File: src/rtl/vga_timing_if.sv
// Raster timing bundle produced by vga_timing: pixel coordinates, blanking,
// sync and frame strobes. The timing generator drives it; draw stages observe it.
interface vga_timing_if;
    logic [10:0] hcount;
    logic [10:0] vcount;
    logic        hblnk;
    logic        vblnk;
    logic        hsync;
    logic        vsync;
    logic        frame_start;
    logic [15:0] frame_cnt;

    // Free-running stream with no valid/ready: every cycle carries one pixel.
    modport master (
        output hcount, vcount, hblnk, vblnk, hsync, vsync, frame_start, frame_cnt
    );
    modport slave (
        input  hcount, vcount, hblnk, vblnk, hsync, vsync, frame_start, frame_cnt
    );
endinterface

File: src/rtl/vga_timing.sv
// 1024x768@60 raster timing generator with registered, skew-free outputs.
// Optional frame counter enabled by defining VGA_TIMING_FRAME_CNT_EN.
module vga_timing #(
    parameter int H_TOTAL      = 1344,
    parameter int H_ACTIVE     = 1024,
    parameter int H_SYNC_START = 1048,
    parameter int H_SYNC_END   = 1184,
    parameter int V_TOTAL      = 806,
    parameter int V_ACTIVE     = 768,
    parameter int V_SYNC_START = 771,
    parameter int V_SYNC_END   = 777
) (
    input  logic         clk,
    input  logic         rst,
    vga_timing_if.master o_vga
);
    localparam logic [10:0] H_LAST = 11'(H_TOTAL - 1);
    localparam logic [10:0] V_LAST = 11'(V_TOTAL - 1);
    localparam logic [10:0] H_ACT  = 11'(H_ACTIVE);
    localparam logic [10:0] V_ACT  = 11'(V_ACTIVE);
    localparam logic [10:0] H_SS   = 11'(H_SYNC_START);
    localparam logic [10:0] H_SE   = 11'(H_SYNC_END);
    localparam logic [10:0] V_SS   = 11'(V_SYNC_START);
    localparam logic [10:0] V_SE   = 11'(V_SYNC_END);

    logic [10:0] r_hcount;
    logic [10:0] r_vcount;
    logic        r_hblnk;
    logic        r_vblnk;
    logic        r_hsync;
    logic        r_vsync;
    logic        r_frame_start;

    logic [10:0] w_hcount_nxt;
    logic [10:0] w_vcount_nxt;
    logic        w_h_last;
    logic        w_v_last;
    logic        w_frame_wrap;

    // Flags are derived from the next-state counters so they land in the
    // same register stage as the coordinates they describe.
    always_comb begin
        w_h_last     = (r_hcount == H_LAST);
        w_v_last     = (r_vcount == V_LAST);
        w_frame_wrap = w_h_last && w_v_last;
        w_hcount_nxt = r_hcount + 11'd1;
        w_vcount_nxt = r_vcount;
        if (w_h_last) begin
            w_hcount_nxt = 11'd0;
            w_vcount_nxt = w_v_last ? 11'd0 : r_vcount + 11'd1;
        end
    end

    always_ff @(posedge clk or posedge rst) begin
        if (rst) begin
            r_hcount      <= 11'd0;
            r_vcount      <= 11'd0;
            r_hblnk       <= 1'b0;
            r_vblnk       <= 1'b0;
            r_hsync       <= 1'b0;
            r_vsync       <= 1'b0;
            r_frame_start <= 1'b0;
        end else begin
            r_hcount      <= w_hcount_nxt;
            r_vcount      <= w_vcount_nxt;
            r_hblnk       <= (w_hcount_nxt >= H_ACT);
            r_vblnk       <= (w_vcount_nxt >= V_ACT);
            r_hsync       <= (w_hcount_nxt >= H_SS) && (w_hcount_nxt < H_SE);
            r_vsync       <= (w_vcount_nxt >= V_SS) && (w_vcount_nxt < V_SE);
            r_frame_start <= w_frame_wrap;
        end
    end

`ifdef VGA_TIMING_FRAME_CNT_EN
    logic [15:0] r_frame_cnt;

    always_ff @(posedge clk or posedge rst) begin
        if (rst) begin
            r_frame_cnt <= 16'h0000;
        end else if (w_frame_wrap) begin
            r_frame_cnt <= r_frame_cnt + 16'h0001;
        end
    end

    assign o_vga.frame_cnt = r_frame_cnt;
`else
    assign o_vga.frame_cnt = 16'h0000;
`endif

    assign o_vga.hcount      = r_hcount;
    assign o_vga.vcount      = r_vcount;
    assign o_vga.hblnk       = r_hblnk;
    assign o_vga.vblnk       = r_vblnk;
    assign o_vga.hsync       = r_hsync;
    assign o_vga.vsync       = r_vsync;
    assign o_vga.frame_start = r_frame_start;
endmodule
File: src/flat_wrapper.sv
// flat-port wrapper written by rule: the top's interface ports become plain ports
module vga_timing_flat 
#(
    parameter int H_TOTAL      = 1344,
    parameter int H_ACTIVE     = 1024,
    parameter int H_SYNC_START = 1048,
    parameter int H_SYNC_END   = 1184,
    parameter int V_TOTAL      = 806,
    parameter int V_ACTIVE     = 768,
    parameter int V_SYNC_START = 771,
    parameter int V_SYNC_END   = 777
)
  (clk, rst, o_vga_hcount, o_vga_vcount, o_vga_hblnk, o_vga_vblnk, o_vga_hsync, o_vga_vsync, o_vga_frame_start, o_vga_frame_cnt);
  vga_timing_if o_vga_i ();
  input  logic clk;
  input  logic rst;
  output wire logic [$bits(o_vga_i.hcount)-1:0] o_vga_hcount;
  output wire logic [$bits(o_vga_i.vcount)-1:0] o_vga_vcount;
  output wire logic [$bits(o_vga_i.hblnk)-1:0] o_vga_hblnk;
  output wire logic [$bits(o_vga_i.vblnk)-1:0] o_vga_vblnk;
  output wire logic [$bits(o_vga_i.hsync)-1:0] o_vga_hsync;
  output wire logic [$bits(o_vga_i.vsync)-1:0] o_vga_vsync;
  output wire logic [$bits(o_vga_i.frame_start)-1:0] o_vga_frame_start;
  output wire logic [$bits(o_vga_i.frame_cnt)-1:0] o_vga_frame_cnt;
  assign o_vga_hcount = o_vga_i.hcount;
  assign o_vga_vcount = o_vga_i.vcount;
  assign o_vga_hblnk = o_vga_i.hblnk;
  assign o_vga_vblnk = o_vga_i.vblnk;
  assign o_vga_hsync = o_vga_i.hsync;
  assign o_vga_vsync = o_vga_i.vsync;
  assign o_vga_frame_start = o_vga_i.frame_start;
  assign o_vga_frame_cnt = o_vga_i.frame_cnt;
  vga_timing #(.H_TOTAL(H_TOTAL), .H_ACTIVE(H_ACTIVE), .H_SYNC_START(H_SYNC_START), .H_SYNC_END(H_SYNC_END), .V_TOTAL(V_TOTAL), .V_ACTIVE(V_ACTIVE), .V_SYNC_START(V_SYNC_START), .V_SYNC_END(V_SYNC_END)) u_core (.clk(clk), .rst(rst), .o_vga(o_vga_i));
endmodule
File: config.mk
export PLATFORM = sky130hd
export DESIGN_NAME = vga_timing_flat
export DESIGN_NICKNAME = d
export VERILOG_FILES = /design/src/rtl/vga_timing_if.sv /design/src/rtl/vga_timing.sv /design/src/flat_wrapper.sv
export SDC_FILE = /design/constraint.sdc
export NUM_CORES = 1
export LEC_CHECK = 0
export BUFFER_PORTS_ARGS = -buffer_cell sky130_fd_sc_hd__buf_2
export CELL_PAD_IN_SITES_DETAIL_PLACEMENT = 1
export CELL_PAD_IN_SITES_GLOBAL_PLACEMENT = 2
export CORE_MARGIN = 2
export CORE_UTILIZATION = 32
export CTS_BUF_LIST = sky130_fd_sc_hd__clkbuf_8
export CTS_CLUSTER_DIAMETER = 150
export DETAILED_ROUTE_END_ITERATION = 10
export GPL_ROUTABILITY_DRIVEN = 0
export HOLD_SLACK_MARGIN = 0.15
export MAX_ROUTING_LAYER = met4
export PLACE_DENSITY_LB_ADDON = 0.1
export SYNTH_ARGS = -nofsm -noshare
export SYNTH_HDL_FRONTEND = slang
export SYNTH_SLANG_ARGS = --single-unit
File: constraint.sdc
create_clock -name clk -period 2.85 [get_ports clk]
set_input_delay 0.57 -clock clk [delete_from_list [all_inputs] [get_ports clk]]
set_output_delay 0.57 -clock clk [all_outputs]
set_load 0.1 [all_outputs]
==> summary.txt <==
Status
  – Status: finished clean

Clocking
  – Cts repair resizes: 0
  – CTS Hold Buffers Added: 0
  – CTS max path bufs: 2
  – Clk slew on worst S/H paths: 0.09 ns
  – Htree depth: 1
  – CTS root buffer: clkbuf_8
  – Clk_lat worst skew: 0.27 ns
  – CTS tree: yes
  – CTS Buf Count: 3
  – Post-CTS setup buffer count: 0
  – CTS Sinks: 27

Worst setup path
  – Reg2reg start: u_core.o_vga.hcount[7]$_DFF_PP0_
  – Crit Path Max Fanout: 14
  – Critical Path Sink Type: flop
  – R2R cell count: 6
  – Critical path startpoint: u_core.o_vga.hcount[7]$_DFF_PP0_
  – Data arrival time of the worst path: 2.72 ns
  – R2r setup slk: 0.30 ns
  – Kind of critical path: reg2reg
  – Critical Path Start Type: flop
  – Reg2reg end: u_core.o_vga.vsync$_DFF_PP0_
  – Worst Path Required: 3.02 ns

STA
  – Clk_skew: 0.00418 ns
  – Peak Freq: 0.392 GHz
  – Setup TNS: 0 ns
  – Final slew viol count: 0
  – Final Critical Period: 2.55 ns
  – Final critical-path share of the clock period: 89.5%
  – Final setup fails: 0
  – RSZ-0062 raised after global routing: false
  – Final hold vios: 0

Synth
  – Post-Synthesis Cells: 167
  – Most common cell in the netlist: dfrtp_1
  – Synth cell types: 45
  – Mapped cell area: 0.00160 mm^2
  – Post-synth ARST share: 100%
  – Post-synthesis register bit count: 27
  – Main flop type after synthesis: dfrtp_1
  – Top cell type's share of synthesized area: 42.3%
  – Number of enable flip-flop cells after synthesis: 0
  – Top cells by area, synth: dfrtp_1 42%, buf_4 7.5%, o21ai_0 3.8%, nand3_1 3.4%, ha_1 3.1%
  – Mean Syn Cell Area: 9.57 um^2
  – Post-synth top area cell: dfrtp_1
  – Post-synthesis sequential area ratio: 42.3%
  – Synth top cells by count: 27 x dfrtp_1, 16 x buf_4, 12 x o21ai_0
  – Syn. warnings: 0

Routing
  – DRC: 0
  – WL/cell: 14.9 um
  – DRT Pass-1 Iters: 4
  – Vias per inst: 5.07
  – Antenna viol nets, final: 0
  – Routed Wire Length: 3980 um
  – DRT iter0 DRCs: 56
  – Routed via count: 1353

Power
  – Lkg Pwr: 0.851 nW
  – VDD IR max: 0.197 mV
  – Pwr dens: 379 mW/mm^2

Flow run
  – Max-cap violations: 0

Layout
  – Area Growth Syn to Fin: 15.5%
  – Post-layout util: 38.8%
  – ANT cells: 0
  – Layout cells sized above 1: 28.0%
  – Design area: 0.00185 mm^2
  – Final #Nets: 207

Die
  – # IOs: 45
  – Initial core utilization: 33.6%
  – Core area: 0.00475 mm^2
  – Die X: 74.7 um
  – Die ar.: 0.00557 mm^2
  – Die span in y: 74.7 um
  – Row count: 25

Global route
  – Largest net degree at the start of global routing: 28
  – Initial antenna violation count: 0
  – Vias in the first global route: 1391
  – Grt total ovfl: 0
  – Global-route wire length before repair: 6800 um
  – Tot GR Track Use: 16.4%

Hold path
  – HP Class: in2async

Placed design
  – # port buffers: 28
  – Dpl hpwl: 3020 um
  – DP Area: 0.00180 mm^2
-- layout make-up --
| type | count | area [um^2] |
|---|---|---|
| clock buffer | 3 | 41.3 |
| sequential | 27 | 688 |
| fill | 573 | 2910 |
| clock inverter | 1 | 3.75 |
| tap | 67 | 83.8 |
| inverter | 5 | 18.8 |
| timing repair buffer | 34 | 185 |
| multi-input combinational | 130 | 825 |
-- cells by family after synthesis --
| group | Yosys count | synth area share [%] |
|---|---|---|
| compound gates | 35 | 14.5 |
| flops | 27 | 42.3 |
| other cells | 1 | 0.235 |
| buf+inv | 25 | 9.63 |
| simple gates | 66 | 25.2 |
| fa+ha+maj | 4 | 3.13 |
| mux | 1 | 0.626 |
| xor+xnor | 8 | 4.38 |
-- power breakdown --
part	switching [mW]	internal [mW]	total (mW)	leakage, nW
sequential	0	0.383	0.383	0.349
clock	0.119	0.0966	0.216	0.0269
combinational	0.0996	0.00150	0.101	0.475
-- placed cells by master, fill, tap and decap left out, types with 2 or more instances in the layout --
cell,n
a21oi_1,4
inv_1,6
buf_4,6
a21o_1,2
or4_4,2
and4_1,2
dfrtp_1,17
a311oi_1,2
nand3_1,11
nand4_1,4
xnor2_1,4
nand2_1,10
ha_1,4
o21ai_0,12
o21ai_1,2
xor2_1,4
and2_1,6
and3_1,3
nor2_1,8
clkbuf_8,3
nor3b_1,3
nor3_1,5
or2_2,2
conb_1,16
dfrtp_2,10
o31ai_1,4
buf_2,28
-- flip-flops by register name (all words and copies together), names as in the netlist --
signal                    count
u_core.o_vga.hsync            1
u_core.o_vga.frame_start      1
u_core.o_vga.hblnk            1
u_core.o_vga.vsync            1
u_core.o_vga.hcount          11
u_core.o_vga.vblnk            1
u_core.o_vga.vcount          11
-- per-stage QoR --
stage | cells | setup slack, ns | hold WS (ns) | power, mW
finish | 267 | 0.299 | 0.348 | 0.699
global route | 267 | 0.142 | 0.368 | 0.728
CTS | 267 | 0.268 | 0.357 | 0.711
detailed placement | 263 | 0.290 | 0.470 | 0.491
global placement | 263 | 0.376 | 0.459 | 0.491
floorplan | 182 | 0.0280 | 0.622 | 0.504
-- worst max-delay path by stage --
stage | endpoint | cells after the start | slack (ns)
after floorplan | u_core.o_vga.vsync$_DFF_PP0_ | 6 | 0.03
after global routing | u_core.o_vga.vsync$_DFF_PP0_ | 7 | 0.14
final | u_core.o_vga.vsync$_DFF_PP0_ | 6 | 0.30
after detailed placement | u_core.o_vga.vsync$_DFF_PP0_ | 6 | 0.29
after CTS | u_core.o_vga.vsync$_DFF_PP0_ | 6 | 0.27
after global placement | u_core.o_vga.vsync$_DFF_PP0_ | 6 | 0.38
-- worst max-delay path, cell delays in order (launching register included) --
cell and delay, ns:
dfrtp_2 0.47, nand4bb_4 0.25, or4_4 0.64, or4_4 0.55, nand2_2 0.09, nand3_1 0.09, a2111oi_2 0.36
-- metal layers --
layer  routed length, um  vias up  global-route usage [%]
met5                   0        -                       -
met4                  34        0                    4.17
met3                  97        4                    2.01
met2                2020       27                    28.4
met1                1830      685                    20.4
li1                    -      637                       -
Power figures use the tool's default switching activity.
